### config.mk
export PLATFORM = sky130hd
export DESIGN_NAME = axis_dot_acc
export DESIGN_NICKNAME = d
export VERILOG_FILES = /design/src/rtl/axis_mul_pkg.sv /design/src/rtl/axis_out_reg.sv /design/src/rtl/axis_dot_acc.sv
export SDC_FILE = /design/constraint.sdc
export NUM_CORES = 1
export LEC_CHECK = 0
export CORE_AREA = 4 4 75 94
export CTS_CLUSTER_SIZE = 40
export DETAILED_ROUTE_END_ITERATION = 8
export DIE_AREA = 0 0 79 98
export PLACE_DENSITY = 0.74
export SLEW_MARGIN = 10
export SYNTH_ARGS = -nofsm -noshare
export SYNTH_HDL_FRONTEND = slang
export SYNTH_HIERARCHICAL = 1
export SYNTH_SLANG_ARGS = --single-unit
### constraint.sdc
create_clock -name clk -period 2.3 [get_ports clk]
set_input_delay 0.46 -clock clk [delete_from_list [all_inputs] [get_ports clk]]
set_output_delay 0.46 -clock clk [all_outputs]
set_load 0.05 [all_outputs]
### src/rtl/axis_mul_pkg.sv
// Shared types and helpers for the axis_mul matrix-multiply path.
// AXIS_DOT_SAT_EN (used by axis_dot_acc) selects saturating instead of wrapping accumulation.
package axis_mul_pkg;

    localparam int unsigned PROD_W_DEFAULT = 16;
    // Widest accumulator the add helper supports.
    localparam int unsigned ACC_MAX_W      = 32;

    typedef enum logic [0:0] {
        ST_ACC,
        ST_HOLD
    } dot_state_e;

    typedef struct packed {
        logic                 ovf;
        logic [ACC_MAX_W-1:0] sum;
    } acc_add_t;

    // Adds two values already below 2^acc_w. Any carry past bit acc_w-1 flags overflow;
    // the result then either clamps to 2^acc_w-1 (sat) or wraps modulo 2^acc_w.
    function automatic acc_add_t acc_add(input logic [ACC_MAX_W-1:0] a,
                                         input logic [ACC_MAX_W-1:0] b,
                                         input int unsigned          acc_w,
                                         input logic                 sat);
        logic [ACC_MAX_W:0] wide;
        logic [ACC_MAX_W:0] mask;
        acc_add_t           res;
        wide    = {1'b0, a} + {1'b0, b};
        mask    = ({{ACC_MAX_W{1'b0}}, 1'b1} << acc_w) - 1'b1;
        res.ovf = |(wide & ~mask);
        if (res.ovf) begin
            res.sum = sat ? mask[ACC_MAX_W-1:0] : wide[ACC_MAX_W-1:0] & mask[ACC_MAX_W-1:0];
        end else begin
            res.sum = wide[ACC_MAX_W-1:0];
        end
        return res;
    endfunction

endpackage

### src/rtl/axis_out_reg.sv
// One-entry AXI-Stream output register: data/last hold while stalled, reload on drain.
module axis_out_reg #(
    parameter int unsigned DATA_W = 19
) (
    input  logic              clk,
    input  logic              rst_n,
    input  logic              load,
    input  logic [DATA_W-1:0] load_data,
    input  logic              load_last,
    output logic [DATA_W-1:0] m_axis_tdata,
    output logic              m_axis_tvalid,
    input  logic              m_axis_tready,
    output logic              m_axis_tlast
);

    logic [DATA_W-1:0] data_q, data_d;
    logic              valid_q, valid_d;
    logic              last_q, last_d;

    // A load always wins; otherwise a handshake empties the entry.
    always_comb begin
        data_d  = data_q;
        last_d  = last_q;
        valid_d = valid_q;
        if (load) begin
            data_d  = load_data;
            last_d  = load_last;
            valid_d = 1'b1;
        end else if (m_axis_tready) begin
            valid_d = 1'b0;
        end
    end

    // Output register state.
    always_ff @(posedge clk or negedge rst_n) begin
        if (!rst_n) begin
            data_q  <= '0;
            last_q  <= 1'b0;
            valid_q <= 1'b0;
        end else begin
            data_q  <= data_d;
            last_q  <= last_d;
            valid_q <= valid_d;
        end
    end

    assign m_axis_tdata  = data_q;
    assign m_axis_tvalid = valid_q;
    assign m_axis_tlast  = last_q;

endmodule

### src/rtl/axis_dot_acc.sv
// Dot-product accumulator on an AXI-Stream of unsigned products.
// Define AXIS_DOT_SAT_EN to clamp on overflow instead of wrapping.
module axis_dot_acc
    import axis_mul_pkg::*;
#(
    parameter int unsigned PROD_W  = PROD_W_DEFAULT,
    parameter int unsigned DOT_LEN = 8,
    parameter int unsigned ACC_W   = 19,
    parameter int unsigned ROW_LEN = 8
) (
    input  logic              clk,
    input  logic              rst_n,
    input  logic [PROD_W-1:0] s_axis_tdata,
    input  logic              s_axis_tvalid,
    output logic              s_axis_tready,
    input  logic              s_axis_tlast,
    output logic [ACC_W-1:0]  m_axis_tdata,
    output logic              m_axis_tvalid,
    input  logic              m_axis_tready,
    output logic              m_axis_tlast,
    output logic              ovf
);

    localparam int unsigned CntW = (DOT_LEN > 1) ? $clog2(DOT_LEN) : 1;
    localparam int unsigned RowW = (ROW_LEN > 1) ? $clog2(ROW_LEN) : 1;
`ifdef AXIS_DOT_SAT_EN
    localparam logic SatEn = 1'b1;
`else
    localparam logic SatEn = 1'b0;
`endif

    dot_state_e      state_q, state_d;
    logic [ACC_W-1:0] acc_q, acc_d;
    logic [CntW-1:0] term_cnt_q, term_cnt_d;
    logic [RowW-1:0] row_cnt_q, row_cnt_d;
    logic            ovf_q, ovf_d;

    logic            beat_final;
    logic            accept;
    logic            load;
    logic            row_last;
    logic            spare;
    logic            add_ovf;
    acc_add_t        add_res;
    logic [ACC_W-1:0] sum;

    assign add_res = acc_add(ACC_MAX_W'(acc_q), ACC_MAX_W'(s_axis_tdata), ACC_W, SatEn);
    assign sum     = add_res.sum[ACC_W-1:0];

    // Bits above ACC_W are always zero; folded in so the whole helper result is consumed.
    if (ACC_W < ACC_MAX_W) begin : g_spare
        assign spare = |add_res.sum[ACC_MAX_W-1:ACC_W];
    end else begin : g_no_spare
        assign spare = 1'b0;
    end
    assign add_ovf = add_res.ovf | spare;

    assign beat_final = (term_cnt_q == CntW'(DOT_LEN - 1)) || s_axis_tlast;
    assign row_last   = (row_cnt_q == RowW'(ROW_LEN - 1));

    // Only a final beat needs the output slot, so non-final beats keep flowing while a
    // result is stalled. Nothing here depends on s_axis_tvalid.
    assign s_axis_tready = (state_q == ST_ACC) || m_axis_tready || !beat_final;
    assign accept        = s_axis_tvalid && s_axis_tready;
    assign load          = accept && beat_final;

    // Accumulate, count terms/results, and track output-slot occupancy as the FSM state.
    always_comb begin
        acc_d      = acc_q;
        term_cnt_d = term_cnt_q;
        row_cnt_d  = row_cnt_q;
        ovf_d      = ovf_q | (accept & add_ovf);
        state_d    = (load || ((state_q == ST_HOLD) && !m_axis_tready)) ? ST_HOLD : ST_ACC;
        if (accept) begin
            if (beat_final) begin
                acc_d      = '0;
                term_cnt_d = '0;
                row_cnt_d  = row_last ? '0 : row_cnt_q + 1'b1;
            end else begin
                acc_d      = sum;
                term_cnt_d = term_cnt_q + 1'b1;
            end
        end
    end

    // Accumulator and control state.
    always_ff @(posedge clk or negedge rst_n) begin
        if (!rst_n) begin
            state_q    <= ST_ACC;
            acc_q      <= '0;
            term_cnt_q <= '0;
            row_cnt_q  <= '0;
            ovf_q      <= 1'b0;
        end else begin
            state_q    <= state_d;
            acc_q      <= acc_d;
            term_cnt_q <= term_cnt_d;
            row_cnt_q  <= row_cnt_d;
            ovf_q      <= ovf_d;
        end
    end

    assign ovf = ovf_q;

    axis_out_reg #(
        .DATA_W(ACC_W)
    ) u_out_reg (
        .clk          (clk),
        .rst_n        (rst_n),
        .load         (load),
        .load_data    (sum),
        .load_last    (row_last),
        .m_axis_tdata (m_axis_tdata),
        .m_axis_tvalid(m_axis_tvalid),
        .m_axis_tready(m_axis_tready),
        .m_axis_tlast (m_axis_tlast)
    );

endmodule

==> results.yml, run 1 <==
sta:
  setup_viol: 6
  worst_slack_ns: -0.1447
  post-route-min-period_ns: 2.445
  hold_viol_final: 0
  slew_headroom_pct: 59.48
  worst_pin_slew_ns: 0.6079
  fin_skew_ns: 0.01279
  finalMaxSlewViolations: 0
  tns_ns: -0.4540
  fmax_mhz: 409.0
  rsz0062_at_grt: "yes"
  post-route-period-util_pct: 106.3
clock_tree:
  cts_hold_buffers: 0
  cts_made_buffers: 5
  cts_tree: "yes"
  cts.clk_slew.worst_paths_ns: 0.10
  cts-root-buf: "clkbuf_8"
  clkSinkCount: 48
  cts-htree-levels: 2
  clockBufferDepth: 2
  insertion_delay_ns: 0.30
logic_synthesis:
  synth_xor_area_share_pct: 4.177
  synth_top_family_by_area: "compound AO/OA/AOI/OAI gates"
  yosys_register_bits: 48
  ys.flop_type: "dfrtp_1"
  synth_area_leaders: "dfrtp_1 41%, mux2_4 9.7%, ha_1 8.5%"
  yosysTopAreaCell: "dfrtp_1"
  synth_area_sq_um: 2935
  synth_enable_flop_cells: 0
  synth_compound_area_share_pct: 20.76
  syn_nets: 313
  ys_seq_area_share_pct: 40.92
  yosys.area_share.adder_pct: 9.207
  synthCells: 271
  synth-async-reset-ratio_pct: 100.0
  synth_top_area_share_pct: 40.92
  muxShareOfSynthArea_pct: 10.44
  synth-warning-count: 6
  postSynthAreaPerCell_sq_um: 10.83
  synth-simple-area-share_pct: 11.38
  synth_cell_types: 55
global_route:
  grt_pass1_wl_mm: 12.00
  grt_pass1_vias: 2630
  antenna_found_initial: 0
  grt_usage_pct: 19.37
  grt_max_degree: 49
  grt_overflow: 0
power_and_ir_drop:
  p_per_area_nw_per_um2: 1276
  cellLeakagePower_nw: 1.981
  power_mw: 5.297
  vdd_drop_max_uv: 823.4
setup_path:
  crit_slowest_cell: "dfrtp_1"
  crit_type: "flip-flop to flip-flop"
  path_max_fanout: 4
  required_ns: 2.49
  cpPeakStageDelay_ns: 0.38
  crit_start: "acc_q[0]"
  start_kind: "flip-flop"
  crit_family: "compound AO/OA/AOI/OAI gates"
  end_kind: "flip-flop"
  worst-path-buf-inv: 2
  reg2reg_from: "acc_q[0]"
  path_cells: "ha_2 -> inv_2 -> fa_2 -> nand2b_4 -> a21oi_4 -> buf_6 -> o21ai_4 -> o211ai_1 -> nand3_1 -> and2_1 -> mux2_4"
  arrival_ns: 2.63
  ff2ff_setup_slack_ns: -0.14
die:
  core_area_sq_um: 6166
  ios: 44
  fp.dieArea_sq_um: 7742
  die_h_um: 98
  die_x_um: 79
  start_util_pct: 47.61
  row_count: 32
placement:
  routabilityCongestion: 0.8280
  dp.cells: 439
  dp_slack_ns: -0.6828
  portBuffers: 43
  dp.final_hpwl_mm: 5.016
detailed_routing:
  ant_nets: 0
  wl_mm: 7.139
  wl_per_cell_um: 15.55
  viasPerCell: 5.346
  drt_iter0_markers: 91
  num_vias: 2454
  first_pass_iters: 4
  drc: 0
layout:
  diodes: 0
  stdcell_count: 459
  postLayoutCoreUtil_pct: 67.31
  area_growth_pct: 41.39
  nets: 415
  drive_above_1_share_pct: 33.42
status:
  outcome: "finished, violations left"
  violations: "setup timing"
hold_path:
  hold_class: "primary input to asynchronous set/reset pin"
flow_run:
  maxCapViolations: 0
[synth_stat cells (2+ instances only)]
cell type  count
a21o_1        11
a21oi_1       13
a22o_1        12
a32o_1         2
and2_1         5
and3_1         3
buf_6          2
clkbuf_1       4
dfrtp_1       48
ha_1          20
inv_1         12
mux2_4        19
nand2_1       23
nand2b_1       6
nand3_1        3
nand4_1        2
nor2_1        15
nor3_1         2
o211ai_1       4
o211ai_2       2
o21ai_0       16
or3_1          2
xnor2_1       10
xor2_1         4
[sequential cells by signal (all words and copies together) (netlist names)]
signal	cells
acc_q	19
ovf	1
row_cnt_q	3
state_q	1
term_cnt_q	3
u_out_reg/m_axis_tdata	19
u_out_reg/m_axis_tlast	1
u_out_reg/m_axis_tvalid	1
[kinds of logic (layout without fill, tap and decap cells)]
kind of cell,count (synthesis),in the layout
compound gates,79,79
simple gates,68,68
mux,21,21
flops,48,48
buf+inv,20,123
xor+xnor,14,14
fa+ha+maj,21,21
[power breakdown]
part / switching [mW] / internal (mW)
clock network: 0.292 / 0.244
registers: 0.227 / 1.16
logic: 1.75 / 1.63
[placed cells by master, fill, tap and decap left out, types with 4 or more instances in the layout]
cell type         n
a21o_1           11
a21oi_1           8
a21oi_2           4
a22o_1           12
and2_1            4
buf_4            60
clkbuf_8          6
clkdlybuf4s50_1  32
dfrtp_1          48
dlygate4sd2_1     8
ha_1             10
ha_4              7
inv_1            11
mux2_4           19
nand2_1          23
nand2b_1          5
nor2_1           12
o211ai_1          4
o21ai_0          12
xnor2_1          10
xor2_1            4
[timing repair]
action,CTS,global route
pin swaps,30,27
gates resized for setup,23,18
buffers inserted,7,5
endpoints found under the setup margin,21,16
gates cloned,0,0
[layout make-up]
cell class | instances | area, sq um
fill | 491 | 2016
multi-input combinational | 203 | 1831
sequential | 48 | 1201
timing repair buffer | 103 | 869.6
tap | 85 | 106.4
clock buffer | 6 | 82.58
inverter | 12 | 45.04
clock inverter | 2 | 15.01
[stage by stage]
| step | hold WS, ns | area (sq um) |
|---|---|---|
| 2_1_floorplan | 0.1644 | 2959 |
| 3_3_place_gp | 0.4623 | 3801 |
| 3_5_place_dp | 0.4745 | 3801 |
| 4_1_cts | 0.2761 | 4035 |
| 5_1_grt | 0.2997 | 4150 |
| 6_report | 0.2320 | 4150 |
[final timing paths]
path / depth (start not counted) / endpoint
max: 11 / u_out_reg/m_axis_tdata[14]
min in group clk: 1 / u_out_reg/m_axis_tvalid
min: 2 / acc_q[6]
max in group asynchronous: 2 / u_out_reg/m_axis_tdata[16]
min reg2reg: 1 / u_out_reg/m_axis_tvalid
max reg2reg: 11 / u_out_reg/m_axis_tdata[14]
[layer usage]
metal / vias to the layer above / global-route usage, % / part of all wire, %
li1: 1195 / - / -
met1: 1190 / 22.61 / 41
met4: 0 / 6.746 / 2.3
met3: 17 / 4.059 / 3.7
met2: 52 / 34.63 / 53
met5: - / 0 / 0
Note: power is estimated with default switching activity, not from simulation.
==> run 2, diff against run 1 <==
CELL_PAD_IN_SITES_DETAIL_PLACEMENT = 0   (was default)
CELL_PAD_IN_SITES_GLOBAL_PLACEMENT = 1   (was default)
CORE_AREA = 4 4 83 104   (was 4 4 75 94)
DIE_AREA = 0 0 87 108   (was 0 0 79 98)
PLACE_DENSITY = default   (was 0.74)
PLACE_DENSITY_LB_ADDON = 0.1   (was default)
==> run 2 against run 1 <==
Against the previous run:
- first-iteration DRC count is 40% lower
- the flow still finishes with violations (setup timing)
- critical path depth decreased by 1
- non-clock buffer count increased by 5
- core utilization decreased by 12 points
- cell area increased by 2.7%
- wire length up 1.3%
- register-to-register slack better by 0.05 ns
- worst setup slack improved by 0.049 ns
- critical path type unchanged
- cell count rose by 3.1%
==> results.yml, run 2 (same netlist as run 1, synthesis figures left out) <==
sta:
  worst_slack_ns: -0.09527
  hold_viol_final: 0
  worst_pin_slew_ns: 0.5254
  post-route-period-util_pct: 104.1
  tns_ns: -0.1852
  fmax_mhz: 417.5
  finalMaxSlewViolations: 0
  post-route-min-period_ns: 2.395
  slew_headroom_pct: 64.98
  rsz0062_at_grt: "yes"
  setup_viol: 3
  whs_ns: 0.1241
  fin_skew_ns: 0.006626
layout:
  drive_above_1_share_pct: 34.92
  diodes: 0
  final_cell_area_sq_um: 4260
  nets: 420
  final_common_cell: "buf_4"
  fillers: 707
  postLayoutCoreUtil_pct: 55.31
  area_growth_pct: 45.14
  stdcell_count: 473
  layout_common_cells: "63 x buf_4, 48 x dfrtp_1, 29 x clkdlybuf4s50_1"
die:
  core_area_sq_um: 7702
  row_count: 36
  ios: 44
  start_util_pct: 38.11
  die_x_um: 87
  fp.dieArea_sq_um: 9396
  die_h_um: 108
clock_tree:
  cts_hold_buffers: 0
  clockBufferDepth: 2
  cts-root-buf: "clkbuf_8"
  clkSinkCount: 48
  cts_tree: "yes"
  cts_made_buffers: 5
  cts.clk_slew.worst_paths_ns: 0.09
  insertion_delay_ns: 0.30
  cts-htree-levels: 2
detailed_routing:
  drt_iter0_markers: 55
  num_vias: 2421
  ant_nets: 0
  drc: 0
  first_pass_iters: 4
  wl_mm: 7.229
  viasPerCell: 5.118
  wl_per_cell_um: 15.28
power_and_ir_drop:
  power_mw: 5.315
  cellLeakagePower_nw: 2.054
  vdd_drop_max_uv: 704.4
  p_per_area_nw_per_um2: 1248
setup_path:
  path_max_fanout: 5
  crit_type: "flip-flop to flip-flop"
  cpPeakStageDelay_ns: 0.36
  start_kind: "flip-flop"
  worst-path-buf-inv: 1
  crit_slowest_cell: "dfrtp_1"
  reg2reg_from: "acc_q[0]"
  arrival_ns: 2.59
  crit_family: "compound AO/OA/AOI/OAI gates"
  end_kind: "flip-flop"
  crit_start: "acc_q[0]"
  path_cells: "ha_2 -> inv_2 -> fa_2 -> nand2b_4 -> a21oi_4 -> o2111ai_4 -> a211oi_4 -> o211ai_2 -> xnor2_1 -> mux2_4"
  required_ns: 2.49
global_route:
  grt_overflow: 0
  antenna_found_initial: 0
  grt_pass1_wl_mm: 12.14
  grt_max_degree: 29
  grt_usage_pct: 16.27
  grt_pass1_vias: 2553
placement:
  dp_slack_ns: -0.6582
  place_area_sq_um: 3869
  dp.cells: 453
  routabilityCongestion: 0.8063
  dp.final_hpwl_mm: 5.326
  portBuffers: 43
flow_run:
  maxCapViolations: 0
status:
  outcome: "finished, violations left"
  violations: "setup timing"
hold_path:
  hold_class: "primary input to asynchronous set/reset pin"
-- run 2: cell types whose count changed in the layout (fill, tap and decap cells not counted), sizes merged --
cell and change:
clkinvlp -2, buf +5, dlymetal6s2s +4, clkinv +1
clkdlybuf4s50 -3, clkdlybuf4s15 +1, dlygate4sd2 -2
-- run 2: worst paths after layout --
check | slack (ns) | depth (start not counted) | end
worst max register to register | -0.1 | 10 | u_out_reg/m_axis_tdata[18]
min in group clk | 0.49 | 1 | ovf
worst min register to register | 0.49 | 1 | ovf
max in group asynchronous | 1.64 | 2 | u_out_reg/m_axis_tdata[13]
worst max-delay path | -0.1 | 10 | u_out_reg/m_axis_tdata[18]
worst min-delay path | 0.12 | 1 | u_out_reg/m_axis_tdata[4]
-- run 2: repair_timing --
| item | CTS | global route |
|---|---|---|
| gates resized for setup | 29 | 20 |
| setup endpoints to repair | 20 | 18 |
| setup buffers | 8 | 5 |
| pin swaps | 24 | 22 |
-- run 2: routing by layer --
metal	track usage [%]	share of wire, %
met5	0	0
met3	2.591	2.7
met2	28.01	50
met1	20.92	46
met4	4.566	1.6
-- run 2: worst register-to-register path, stage by stage (launching register included) --
cell	delay (ns)
dfrtp_1	0.36
ha_2	0.19
inv_2	0.04
fa_2	0.33
nand2b_4	0.16
a21oi_4	0.21
o2111ai_4	0.14
a211oi_4	0.33
o211ai_2	0.13
xnor2_1	0.15
mux2_4	0.25
-- run 2: where the power goes --
| group | total (mW) | leakage [nW] | internal (mW) | switching (mW) |
|---|---|---|---|---|
| clock | 0.500 | 0.0410 | 0.208 | 0.292 |
| sequential | 1.39 | 0.602 | 1.16 | 0.233 |
| combinational | 3.42 | 1.41 | 1.69 | 1.73 |
| total | 5.31 | 2.05 | 3.06 | 2.26 |
-- run 2: final cells by class --
class	instances	area (sq um)	share of cell area (%)
timing repair buffer	108	944.7	22.17
inverter	12	45.04	1.057
multi-input combinational	203	1873	43.96
clock buffer	6	72.57	1.703
tap	95	118.9	2.790
clock inverter	1	5.005	0.1175
sequential	48	1201	28.19
==> run 3, diff against run 2 <==
SETUP_SLACK_MARGIN = 0.2   (was default)
SKIP_LAST_GASP = 1   (was default)
SLEW_MARGIN = 20   (was 10)
==> run 3 against run 2 <==
Against the previous run:
- power grew 4.8%
- hold slack better by 0.0029 ns
- core utilization up 2.6 points
- first-iteration DRC count is 3.6% lower
- the flow still finishes with violations (setup timing)
- critical path depth unchanged
- sequential share of layout area is 1.3 points lower
- sequential power hardly changed
- clock skew decreased by 0.0036 ns
- flip-flop and latch count did not move
==> results.yml, run 3 (same netlist as run 1, synthesis figures left out) <==
global_route:
  grt_max_degree: 29
  antenna_found_initial: 0
  grt_pass1_wl_mm: 12.32
  grt_overflow: 0
  grt_usage_pct: 16.46
  grt_pass1_vias: 2571
sta:
  post-route-period-util_pct: 102.9
  worst_slack_ns: -0.06583
  hold_viol_final: 0
  fmax_mhz: 422.7
  slew_headroom_pct: 64.07
  worst_pin_slew_ns: 0.5390
  setup_viol: 5
  fin_skew_ns: 0.003025
  finalMaxSlewViolations: 0
  rsz0062_at_grt: "yes"
  post-route-min-period_ns: 2.366
power_and_ir_drop:
  intPower_mw: 3.245
  power_mw: 5.568
  p_comb_share_pct: 63.4
  power_frac_seq_pct: 25.4
  vdd_drop_max_uv: 634.7
  p_sw_mw: 2.323
  cellLeakagePower_nw: 2.053
  clock_power_share_pct: 11.2
  switching_share_pct: 41.72
  p_per_area_nw_per_um2: 1248
die:
  die_x_um: 87
  core_area_sq_um: 7702
  die_h_um: 108
  fp.dieArea_sq_um: 9396
  start_util_pct: 38.11
  row_count: 36
  ios: 44
layout:
  stdcell_count: 471
  drive_above_1_share_pct: 39.36
  diodes: 0
  final_common_cell: "buf_4"
  fillers: 678
  area_growth_pct: 51.96
  nets: 417
  layout_common_cells: "53 x buf_4, 48 x dfrtp_1, 26 x clkdlybuf4s50_1"
clock_tree:
  clockBufferDepth: 2
  cts-root-buf: "clkbuf_8"
  insertion_delay_ns: 0.30
  cts_hold_buffers: 0
  cts_tree: "yes"
  cts.clk_slew.worst_paths_ns: 0.09
  cts_made_buffers: 5
  clkSinkCount: 48
  cts-htree-levels: 2
setup_path:
  arrival_ns: 2.56
  end_kind: "flip-flop"
  r2r_end: "u_out_reg/m_axis_tdata[18]"
  path_max_fanout: 3
  ff2ff_setup_slack_ns: -0.07
  crit_start: "acc_q[0]"
  r2r_cells: 10
  setup.worst_path.end: "u_out_reg/m_axis_tdata[18]"
  crit_type: "flip-flop to flip-flop"
  start_kind: "flip-flop"
  required_ns: 2.49
  reg2reg_from: "acc_q[0]"
placement:
  dp.final_hpwl_mm: 5.519
  dp.cells: 452
  routabilityCongestion: 0.7559
  portBuffers: 43
status:
  outcome: "finished, violations left"
  violations: "setup timing"
detailed_routing:
  drc: 0
  wl_mm: 7.317
  viasPerCell: 5.136
  num_vias: 2419
  ant_nets: 0
  drt_iter0_markers: 53
  first_pass_iters: 4
  wl_per_cell_um: 15.54
flow_run:
  maxCapViolations: 0
hold_path:
  hold_class: "primary input to asynchronous set/reset pin"
run 3: changes by cell type in the layout (fill, tap and decap cells not counted), moves of 4 or more:
cell	before	now
buf_4	63	53
buf_6	1	5
dlygate4sd2_1	6	12
dlymetal6s2s_1	5	1
ha_1	9	4
ha_4	9	16
o21ai_0	13	9
run 3: worst min-delay path by stage:
| stage | endpoint | from | slack [ns] | depth (start not counted) |
|---|---|---|---|---|
| final | u_out_reg/m_axis_tdata[3] | rst_n | 0.13 | 1 |
| after floorplan | acc_q[0] | rst_n | 0.16 | 0 |
| after global routing | u_out_reg/m_axis_tdata[3] | rst_n | 0.15 | 1 |
| after CTS | acc_q[10] | rst_n | 0.14 | 1 |
| after global placement | u_out_reg/m_axis_tvalid | u_out_reg/m_axis_tvalid | 0.46 | 1 |
| after detailed placement | row_cnt_q[2] | row_cnt_q[2] | 0.47 | 2 |
run 3: repair_timing:
item,CTS,global route
gates resized for setup,42,23
setup buffers,6,5
pin swaps,34,28
setup endpoints to repair,26,25
run 3: critical path, stage by stage (launching register included):
cell	delay, ns
dfrtp_1	0.40
ha_4	0.15
inv_2	0.03
fa_2	0.33
nand2b_4	0.16
a21oi_4	0.20
o2111ai_4	0.15
a211oi_4	0.31
o211ai_2	0.13
xnor2_1	0.14
mux2_4	0.25
run 3: area by class of cell:
type	count	area [sq um]	share of cell area, %
Clock inverter	3	42.54	0.9537
Clock buffer	5	68.82	1.543
Sequential cell	48	1201	26.93
Tap cell	95	118.9	2.665
Inverter	12	45.04	1.010
Timing Repair Buffer	105	952.2	21.35
Multi-Input combinational cell	203	2032	45.55
run 3: power groups by stage:
stage,registers (mW),logic [mW],clock network [mW]
finish,1.41,3.53,0.625
global route,1.46,3.84,0.678
CTS,1.41,3.39,0.657
detailed placement,1.40,3.22,0
global placement,1.39,3.19,0
floorplan,1.93,1.62,0
run 3: routing by layer:
layer	share of wire, %	GRT usage, %
met5	0	0
met4	1.1	4.009
met3	2.4	2.134
met2	52	29.42
met1	44	20.76
run 3: stage by stage:
step                instance area (sq um)  TNS [ns]  hold WS [ns]  setup slack, ns  utilization (%)
finish                               4461   -0.2431        0.1270         -0.06583            57.91
global placement                     4021    -9.678        0.4639          -0.5966            52.21
detailed placement                   4021    -10.05        0.4680          -0.6352            52.21
CTS                                  4318   -0.6341        0.1392          -0.1628            56.06
floorplan                            3113  -0.04739        0.1644         -0.03924                -
global route                         4461    -1.172        0.1546          -0.1865            57.91
